==> src/rtl/pc_pkg.sv <==
// pc_pkg: shared types and constants for the program-counter sequencer.
//   pc_state_e       : sequencer FSM states (BOOT, RUN, HALT)
//   PC_W             : PC / instruction / counter width
//   PC_STEP          : sequential fetch increment
//   PC_RESET_DEFAULT : default program entry point
//   PC_HALT_INS      : default halting instruction (ecall)
//   COUNT_MAX        : saturation value of the fetch counter
//   word_align()     : clears the byte-offset bits of an address
package pc_pkg;

   localparam int unsigned PC_W = 32;

   localparam logic [PC_W-1:0] PC_STEP          = PC_W'(4);
   localparam logic [PC_W-1:0] PC_RESET_DEFAULT = 32'h0000_0028;
   localparam logic [PC_W-1:0] PC_HALT_INS      = 32'h0000_0073;
   localparam logic [PC_W-1:0] COUNT_MAX        = '1;

   typedef enum logic [1:0] {
      ST_BOOT = 2'd0,
      ST_RUN  = 2'd1,
      ST_HALT = 2'd2
   } pc_state_e;

   // Force an address onto a 4-byte instruction boundary.
   function automatic logic [PC_W-1:0] word_align(input logic [PC_W-1:0] addr);
      return {addr[PC_W-1:2], 2'b00};
   endfunction

endpackage

==> src/rtl/pc_sequencer_if.sv <==
// pc_sequencer_if: fetch-side bundle between the PC sequencer and its environment.
//   stall, redirect, target, ins          : environment -> sequencer
//   PCin, fetch_valid, halted, misaligned,
//   fetch_count                           : sequencer -> environment
// master = environment (yIF / branch unit / harness), slave = sequencer.
interface pc_sequencer_if;
   import pc_pkg::*;

   logic            stall;
   logic            redirect;
   logic [PC_W-1:0] target;
   logic [PC_W-1:0] ins;
   logic [PC_W-1:0] PCin;
   logic            fetch_valid;
   logic            halted;
   logic            misaligned;
   logic [PC_W-1:0] fetch_count;

   modport master (
      output stall, redirect, target, ins,
      input  PCin, fetch_valid, halted, misaligned, fetch_count
   );

   modport slave (
      input  stall, redirect, target, ins,
      output PCin, fetch_valid, halted, misaligned, fetch_count
   );

endinterface

==> src/rtl/pc_next_mux.sv <==
// pc_next_mux: combinational next-PC select.
//   state     : current sequencer state
//   pc        : current PC
//   stall     : hold request from downstream
//   redirect  : take target as the next PC
//   halt_hit  : accepted fetch is the halting instruction
//   target    : redirect address (byte offset bits discarded)
//   pc_next_c : selected next PC
module pc_next_mux
   import pc_pkg::*;
(
   input  pc_state_e       state,
   input  logic [PC_W-1:0] pc,
   input  logic            stall,
   input  logic            redirect,
   input  logic            halt_hit,
   input  logic [PC_W-1:0] target,
   output logic [PC_W-1:0] pc_next_c
);

   // Priority: not running > redirect > stall/halt hold > sequential step.
   // A halting fetch holds so PCin stays frozen on the halt instruction.
   always_comb begin
      pc_next_c = pc;
      if (state != ST_RUN) begin
         pc_next_c = pc;
      end else if (redirect) begin
         pc_next_c = word_align(target);
      end else if (stall || halt_hit) begin
         pc_next_c = pc;
      end else begin
         pc_next_c = pc + PC_STEP;
      end
   end

endmodule

==> src/rtl/pc_sequencer.sv <==
// pc_sequencer: architectural PC stage feeding the instruction-fetch unit.
//   clk   : clock, all state on posedge
//   reset : synchronous active-high reset
//   bus   : pc_sequencer_if.slave
//             in : stall, redirect, target, ins
//             out: PCin (registered), fetch_valid (decoded from state),
//                  halted, misaligned (sticky), fetch_count (saturating)
// Parameters:
//   RESET_PC    : PC loaded on reset
//   HALT_INS    : instruction word that stops fetch
//   COUNT_RESET : fetch counter value loaded on reset (normally zero)
module pc_sequencer
   import pc_pkg::*;
#(
   parameter logic [PC_W-1:0] RESET_PC    = PC_RESET_DEFAULT,
   parameter logic [PC_W-1:0] HALT_INS    = PC_HALT_INS,
   parameter logic [PC_W-1:0] COUNT_RESET = '0
) (
   input  logic           clk,
   input  logic           reset,
   pc_sequencer_if.slave  bus
);

   pc_state_e       state_q, state_d;
   logic [PC_W-1:0] pc_q, pc_d;
   logic            halted_q, halted_d;
   logic            misaligned_q, misaligned_d;
   logic [PC_W-1:0] count_q, count_d;

   logic            fetch_valid_c;
   logic            accept_c;
   logic            halt_hit_c;

   pc_next_mux u_next (
      .state     (state_q),
      .pc        (pc_q),
      .stall     (bus.stall),
      .redirect  (bus.redirect),
      .halt_hit  (halt_hit_c),
      .target    (bus.target),
      .pc_next_c (pc_d)
   );

   // State register and datapath flops.
   always_ff @(posedge clk) begin
      if (reset) begin
         state_q      <= ST_BOOT;
         pc_q         <= RESET_PC;
         halted_q     <= 1'b0;
         misaligned_q <= 1'b0;
         count_q      <= COUNT_RESET;
      end else begin
         state_q      <= state_d;
         pc_q         <= pc_d;
         halted_q     <= halted_d;
         misaligned_q <= misaligned_d;
         count_q      <= count_d;
      end
   end

   // Next-state, sticky flag and counter update.
   always_comb begin
      state_d       = state_q;
      halted_d      = halted_q;
      misaligned_d  = misaligned_q;
      count_d       = count_q;

      fetch_valid_c = (state_q == ST_RUN);
      // A redirect squashes the fetch in its cycle, including a halt word.
      accept_c      = fetch_valid_c && !bus.stall && !bus.redirect;
      halt_hit_c    = accept_c && (bus.ins == HALT_INS);

      unique case (state_q)
         ST_BOOT: state_d = ST_RUN;
         ST_RUN: begin
            if (halt_hit_c) begin
               state_d  = ST_HALT;
               halted_d = 1'b1;
            end
         end
         ST_HALT: state_d = ST_HALT;
         default: state_d = ST_BOOT;
      endcase

      if (fetch_valid_c && bus.redirect && (bus.target[1:0] != 2'b00)) begin
         misaligned_d = 1'b1;
      end

      if (accept_c && (count_q != COUNT_MAX)) begin
         count_d = count_q + PC_W'(1);
      end
   end

   assign bus.PCin        = pc_q;
   assign bus.fetch_valid = fetch_valid_c;
   assign bus.halted      = halted_q;
   assign bus.misaligned  = misaligned_q;
   assign bus.fetch_count = count_q;

endmodule

==> src/flat_wrapper.sv <==
// flat-port wrapper written by rule: the top's interface ports become plain ports
module pc_sequencer_flat import pc_pkg::*;
#(
   parameter logic [PC_W-1:0] RESET_PC    = PC_RESET_DEFAULT,
   parameter logic [PC_W-1:0] HALT_INS    = PC_HALT_INS,
   parameter logic [PC_W-1:0] COUNT_RESET = '0
)
  (clk, reset, bus_stall, bus_redirect, bus_target, bus_ins, bus_PCin, bus_fetch_valid, bus_halted, bus_misaligned, bus_fetch_count);
  pc_sequencer_if bus_i ();
  input  logic clk;
  input  logic reset;
  input wire logic [$bits(bus_i.stall)-1:0] bus_stall;
  input wire logic [$bits(bus_i.redirect)-1:0] bus_redirect;
  input wire logic [$bits(bus_i.target)-1:0] bus_target;
  input wire logic [$bits(bus_i.ins)-1:0] bus_ins;
  output wire logic [$bits(bus_i.PCin)-1:0] bus_PCin;
  output wire logic [$bits(bus_i.fetch_valid)-1:0] bus_fetch_valid;
  output wire logic [$bits(bus_i.halted)-1:0] bus_halted;
  output wire logic [$bits(bus_i.misaligned)-1:0] bus_misaligned;
  output wire logic [$bits(bus_i.fetch_count)-1:0] bus_fetch_count;
  assign bus_i.stall = bus_stall;
  assign bus_i.redirect = bus_redirect;
  assign bus_i.target = bus_target;
  assign bus_i.ins = bus_ins;
  assign bus_PCin = bus_i.PCin;
  assign bus_fetch_valid = bus_i.fetch_valid;
  assign bus_halted = bus_i.halted;
  assign bus_misaligned = bus_i.misaligned;
  assign bus_fetch_count = bus_i.fetch_count;
  pc_sequencer #(.RESET_PC(RESET_PC), .HALT_INS(HALT_INS), .COUNT_RESET(COUNT_RESET)) u_core (.clk(clk), .reset(reset), .bus(bus_i));
endmodule
==> config.mk <==
export PLATFORM = sky130hd
export DESIGN_NAME = pc_sequencer_flat
export DESIGN_NICKNAME = d
export VERILOG_FILES = /design/src/rtl/pc_pkg.sv /design/src/rtl/pc_sequencer_if.sv /design/src/rtl/pc_next_mux.sv /design/src/rtl/pc_sequencer.sv /design/src/flat_wrapper.sv
export SDC_FILE = /design/constraint.sdc
export NUM_CORES = 1
export LEC_CHECK = 0
export CORE_MARGIN = 5
export CORE_UTILIZATION = 41
export DETAILED_ROUTE_END_ITERATION = 8
export GPL_TIMING_DRIVEN = 0
export MAX_ROUTING_LAYER = met4
export PLACE_DENSITY = 0.77
export SLEW_MARGIN = 20
export SYNTH_ARGS = -nofsm -noshare
export SYNTH_HDL_FRONTEND = slang
export SYNTH_SLANG_ARGS = --single-unit
==> constraint.sdc <==
create_clock -name clk -period 2.4 [get_ports clk]
set_clock_uncertainty 0.15 [all_clocks]
set_input_delay 0.72 -clock clk [delete_from_list [all_inputs] [get_ports clk]]
set_output_delay 0.72 -clock clk [all_outputs]
set_load 0.02 [all_outputs]
# ---- After elaboration in Yosys (flattened, before gate mapping)
# Cells that the tools add are included.
dict set report word_totals {
  reg_bits 68
  latchBits 0
  mem_bits_rw 0
  romBits 0
  output_inout_bits 67
  word_cells 32
  memories 0
}
dict set report classes {
  add_sub_neg 2
  multipliers 0
  div_mod_pow 0
  n_lt_le_gt_ge 0
  n_eq_ne 7
  n_shift 0
  mux 4
  n_bitwise 1
  n_reduce_logical 13
}
# cell n
set op_table {}
lappend op_table {{32-bit two-way mux} 2}
lappend op_table {{32-bit by 1-bit adder with 32-bit output (second input constant)} 1}
lappend op_table {{32-bit by 3-bit adder with 32-bit output (second input constant)} 1}
lappend op_table {{32-bit by 7-bit equality test with 1-bit output (second input constant)} 1}
lappend op_table {{32-bit != test (second input constant)} 1}
lappend op_table {{1-bit logical AND} 6}
lappend op_table {{2-bit case mux with 3 select lines} 1}
lappend op_table {{2-bit by 1-bit != test with 1-bit output (second input constant)} 2}
lappend op_table {{2-bit AND reduction} 2}
lappend op_table {{2-bit by 1-bit equality test with 1-bit output (second input constant)} 1}
lappend op_table {{2-bit equality test (second input constant)} 1}
lappend op_table {{1-bit zero test} 2}
lappend op_table {{2-bit zero test} 1}
lappend op_table {{2-bit two-way mux} 1}
lappend op_table {{2-bit != test (second input constant)} 1}
lappend op_table {{2-bit nonzero test} 1}
lappend op_table {{1-bit logical OR} 1}
lappend op_table {{1-bit inverter} 1}

# ---- Longest topological paths before layout
dict set report depth {
  ltp_word 7
  mapped_depth 8
  mapped_depth_nobuf 7
}

# ---- Modules after synthesis
# A second synthesis with hierarchy kept.
dict set report unflattened {
  hier_cells 526
  area_unflattened_um2 4062.6
}
# mod n_inst cells_per_inst area_each_um2 seq_area_each_um2
set modules_own_cells {}
lappend modules_own_cells {pc_sequencer 1 309 2785.2 1361.3}
lappend modules_own_cells {pc_next_mux 1 217 1277.5 0.0}

# ---- Worst setup path after synthesis
# No wires, ideal clock.
dict set report synth_path {
  path_kind {register to register}
  startpoint {reg u_core.state_q[1]}
  endpoint {reg u_core.count_q[29] (netlist: u_core.bus.fetch_count[29])}
  arrival_time_ps 2247
  required_time_ps 2180
  setup_slack_ps -68
  path_stages_with_launch 9
  n_path_buf 1
  synth_period_minus_slack_ps 2468
  path_cell_list {dfxtp_1 -> inv_1 -> ha_1 -> or3b_4 -> nor4_4 -> o2111ai_2 -> buf_2 -> or3_1 -> a21oi_1}
}
dict set report synth_between {
  elab_chain_cells 4
}
# item line_no
set synth_rtl {}
lappend synth_rtl {{start: declaration} pc_sequencer.sv:24} ;# pc_state_e state_q, state_d;
lappend synth_rtl {{start signal: assignment} pc_sequencer.sv:53} ;# state_q <= state_d;
lappend synth_rtl {{2-bit by 1-bit equality test with 1-bit output} pc_sequencer.sv:68} ;# fetch_valid_c = (state_q == ST_RUN);
lappend synth_rtl {{named net bus_fetch_valid} flat_wrapper.sv:17} ;# output wire logic [$bits(bus_i.fetch_valid)-1:0] bus_fetch_valid;
lappend synth_rtl {{1-bit logical AND (2 in a row)} pc_sequencer.sv:70} ;# accept_c = fetch_valid_c && !bus.stall && !bus.redirect;
lappend synth_rtl {{1-bit logical AND} pc_sequencer.sv:89} ;# if (accept_c && (count_q != COUNT_MAX)) begin
lappend synth_rtl {{end signal: assignment} pc_sequencer.sv:57} ;# count_q <= count_d;
lappend synth_rtl {{end: declaration} pc_sequencer.sv:28} ;# logic [PC_W-1:0] count_q, count_d;
# The timed path passes the listed nets, and every way through them passes these cells.
# A chain may end at the register's enable or synchronous reset.

# ---- Final worst setup path
dict set report layout_path {
  startpoint {reg u_core.state_q[1]}
  endpoint {reg u_core.count_q[31] (netlist: u_core.bus.fetch_count[31])}
}
dict set report layout_between {
  elab_chain_cells 4
}
# item line_no
set layout_rtl {}
lappend layout_rtl {{2-bit by 1-bit equality test with 1-bit output} pc_sequencer.sv:68}
lappend layout_rtl {{1-bit logical AND (2 in a row)} pc_sequencer.sv:70}
lappend layout_rtl {{1-bit logical AND} pc_sequencer.sv:89}
# Every way passes these cells.

==> summary.txt <==
Timing
  – Min cycle time layout: about 2.4 ns
  – Hold Vio Cnt, Final: 0
  – Final worst path period share: 101%
  – Final Max Slew Viols: 0
  – Final Setup Violations: 1
  – Slew @ Worst Pin: between 0.8 and 0.9 ns
  – Max-Slew Margin vs Limit: between 40% and 50%
  – Fmax: 0.414 GHz
  – Final WS setup: -0.0132 ns
  – WHS: just under 0.3 ns
  – RSZ-0062 raised after global routing: yes

Layout
  – Layout cell share with drive strength beyond 1: between 10% and 20%
  – Multi-input gate area: between 2000 and 3000 sq um
  – Layout Cells excl Fill: 795
  – Area growth, synth to finish: 63.2%
  – Commonest non-fill, non-tap cell in the layout: clkdlybuf4s50_1
  – Fillers: 721
  – Final Cell Area: 6340 sq um
  – Commonest cells after routing, fill and taps aside: clkdlybuf4s50_1 (98), dfxtp_1 (59), nor2_1 (39)
  – Register area: 1330 sq um
  – Ant diodes: 0
  – Total Nets Final: around 740

Route
  – Initial DRC Count: between 500 and 600
  – Detail Route Antenna Nets: 0
  – Detailed Route WL: between 15000 and 20000 um
  – # DRC: 0
  – Avg Vias per Cell: ~6.3
  – Wire per inst: about 21 um
  – Via count: 5027
  – DRT Pass-1 Iters: 6

Logic synthesis
  – Synthesis-stage register bit count: 66
  – Register area share after synthesis: between 30% and 40%
  – Cell count after synthesis: 494
  – FFs w/ async S/R, synth: 0%
  – Top_reg_cell synth: dfxtp_1
  – Post-synth top area share: 34.0%
  – Top post-synthesis cells by area: dfxtp_1 (34%), a21oi_1 (4.9%), nor2_1 (3.9%)
  – Post-synth EDFFs: 0
  – Syn Std Cell Area: between 3000 and 4000 sq um
  – Post-synth cell types: 63
  – Post-synthesis average cell area: between 7 and 8 sq um
  – Biggest area consumer among synthesized cells: dfxtp_1
  – Synth Warn #: 0

Clocking
  – CTS Hold Bufs: 0
  – Root Driver: clkbuf_8
  – TritonCTS Sinks: between 60 and 70
  – Max Root-Sink Buffers: 2
  – Number of CTS-inserted buffers: 9
  – Clock Latency Late Sink: between 0.3 and 0.4 ns
  – CTS tree: done
  – Number of H-tree levels: 3
  – Clock-pin slew on the worst setup and hold paths: about 0.070 ns

Power and ir drop
  – Seq pwr share: about 34%
  – P_sw: 1440 uW
  – Worst vdd ir: around 0.32 mV
  – P_leak: between 0.002 and 0.0025 uW
  – Pwr Density: between 600 and 700 nW/um^2
  – Internal power: 2540 uW
  – Clock share of power: between 20 and 25%
  – Sw frac: ~36%
  – Comb power frac: approximately two fifths

Floorplan
  – Boundary Pins: 135
  – Core box area: approximately 9200 sq um
  – Row cnt: 35
  – Die H: 107 um
  – Initial core utilization: about 42%
  – Die ar.: about 12000 sq um
  – Die outline width: 107 um

Worst setup path
  – CP max-delay cell: or4_4
  – CP required: between 2 and 3 ns
  – CP arrival: ~2.5 ns
  – Critical Path, Cell by Cell: inv_2 > ha_4 > or3b_4 > nor4_4 > o2111ai_4 > or4_4 > a21oi_1
  – Setup CP Type: register to register
  – Critical Path Max Stage Delay: around 0.52 ns
  – Setup crit end kind: register
  – Startpoint types: register
  – Crit Path Max Fanout: 5

Global routing
  – Total global-route track usage: between 20% and 30%
  – Vias in the first global route: ~4700
  – Initial antenna violation count: 0
  – Largest net degree at the start of global routing: 11
  – GR Overflow Total: 0
  – Gr busiest metal: met2
  – First-pass GRT wire length: 24100 um
  – Met2 GRT Util: 41.5%
  – Met1 Track Usage GR: 33.2%
  – Global Route met3 Usage: slightly below 6%

Place
  – Gp weighted congestion: about 0.94
  – Area post-placement: about 5400 sq um
  – Number of port buffers: 131
  – Placed cell count: approximately 760
  – DP HPWL: ~10000 um

Hold path
  – Worst hold path type: register to register

Outcome
  – Failing checks: negative setup slack
  – Status: finished, violations left

Flow run
  – Max-cap violations: 0
[repair_timing]
item | CTS | global route
hold endpoints to repair | 0 | 0
setup endpoints to repair | 62 | 66
pin swaps | 20 | 32
buffers inserted | 14 | 12
resized for setup | 70 | 91
gates cloned | 2 | 1
[layer usage]
layer	part of all wire [%]	routed length, um	up-vias
li1	-	-	2246
met1	39	6360	2342
met2	47	7740	350
met3	9.9	1630	89
met4	4.4	726	0
met5	0	0	-
[cell type report]
| cell class | count | area share [%] |
|---|---|---|
| Clock inverter | 2 | 0.592 |
| Sequential cell | 66 | 21.0 |
| Tap cell | 129 | 2.55 |
| Timing Repair Buffer | 159 | 25.5 |
| Clock buffer | 12 | 2.45 |
| Buffer | 33 | 3.46 |
| Multi-Input combinational cell | 372 | 43.2 |
| Inverter | 22 | 1.30 |
[power groups by stage]
| stage | clock network, uW | registers (uW) | logic [uW] |
|---|---|---|---|
| 2_1_floorplan | 0 | 1440 | 512 |
| 3_3_place_gp | 0 | 1360 | 1090 |
| 3_5_place_dp | 0 | 1370 | 1110 |
| 4_1_cts | 975 | 1350 | 1350 |
| 5_1_grt | 1030 | 1380 | 1680 |
| 6_report | 986 | 1370 | 1620 |
[worst max-delay path: cells and delay by family (launching register included)]
kind / cells / cell delay, ns
buffers and inverters: 1 / 0.07
adder cells (fa/ha/maj): 1 / 0.15
AND/OR/NAND/NOR: 3 / 1.26
AO/OA/AOI/OAI: 2 / 0.37
flip-flops: 1 / 0.33
[cell families (layout without fill, tap and decap cells)]
group	Yosys count	after routing	synth area share [%]
AND/OR/NAND/NOR	201	201	28.5
AO/OA/AOI/OAI	148	148	26.2
flip-flops	66	66	34.0
buffers and inverters	57	228	5.80
XOR/XNOR	9	9	2.03
multiplexers	8	8	2.06
adder cells (fa/ha/maj)	4	4	1.29
other	1	2	0.0966
[cell usage after synthesis (6+ instances only)]
library cell and n:
and4_1 7, nand4_1 22, o21ai_0 28, clkbuf_1 29, xnor2_1 6, or4_1 6
nand2_1 29, a32o_1 7, a221oi_1 7, inv_1 21, a22oi_1 6, nor4_1 15
o32ai_1 8, and3_1 8, or3_1 20, a21oi_1 38, o22ai_1 8, nand3_1 22
nor2_1 40, dfxtp_1 66, mux2i_1 8, nor3_1 12, o31ai_1 7
[state kept, by name, indices dropped and copies added, names as in the netlist]
register and cells:
u_core.bus.fetch_count 32, u_core.bus.PCin 30, u_core.state_q 2, u_core.bus.halted 1, u_core.bus.misaligned 1
[per-stage QoR]
stage | power (uW) | setup WS [ns] | setup TNS (ns) | utilization, %
finish | 3970 | -0.0132 | -0.0132 | 68.6
detailed placement | 2480 | -1.01 | -44.77 | 58.1
global placement | 2450 | -0.979 | -42.52 | 58.1
floorplan | 1960 | -0.0160 | -0.0160 | -
global route | 4090 | -0.0614 | -0.661 | 68.6
CTS | 3680 | 0.00258 | 0 | 64.0
[path summary, 6_finish.rpt]
| check | to | slack (ns) | cells past startpoint | start |
|---|---|---|---|---|
| max | u_core.bus.fetch_count[31]$_SDFFE_PP0P_ | -0.01 | 7 | u_core.state_q[1]$_SDFFE_PP0P_ |
| min reg2reg | u_core.bus.misaligned$_SDFFE_PP0P_ | 0.30 | 2 | u_core.bus.misaligned$_SDFFE_PP0P_ |
| max reg2reg | u_core.bus.fetch_count[31]$_SDFFE_PP0P_ | -0.01 | 7 | u_core.state_q[1]$_SDFFE_PP0P_ |
| min | u_core.bus.misaligned$_SDFFE_PP0P_ | 0.30 | 2 | u_core.bus.misaligned$_SDFFE_PP0P_ |
(Power assumes the default switching activity.)
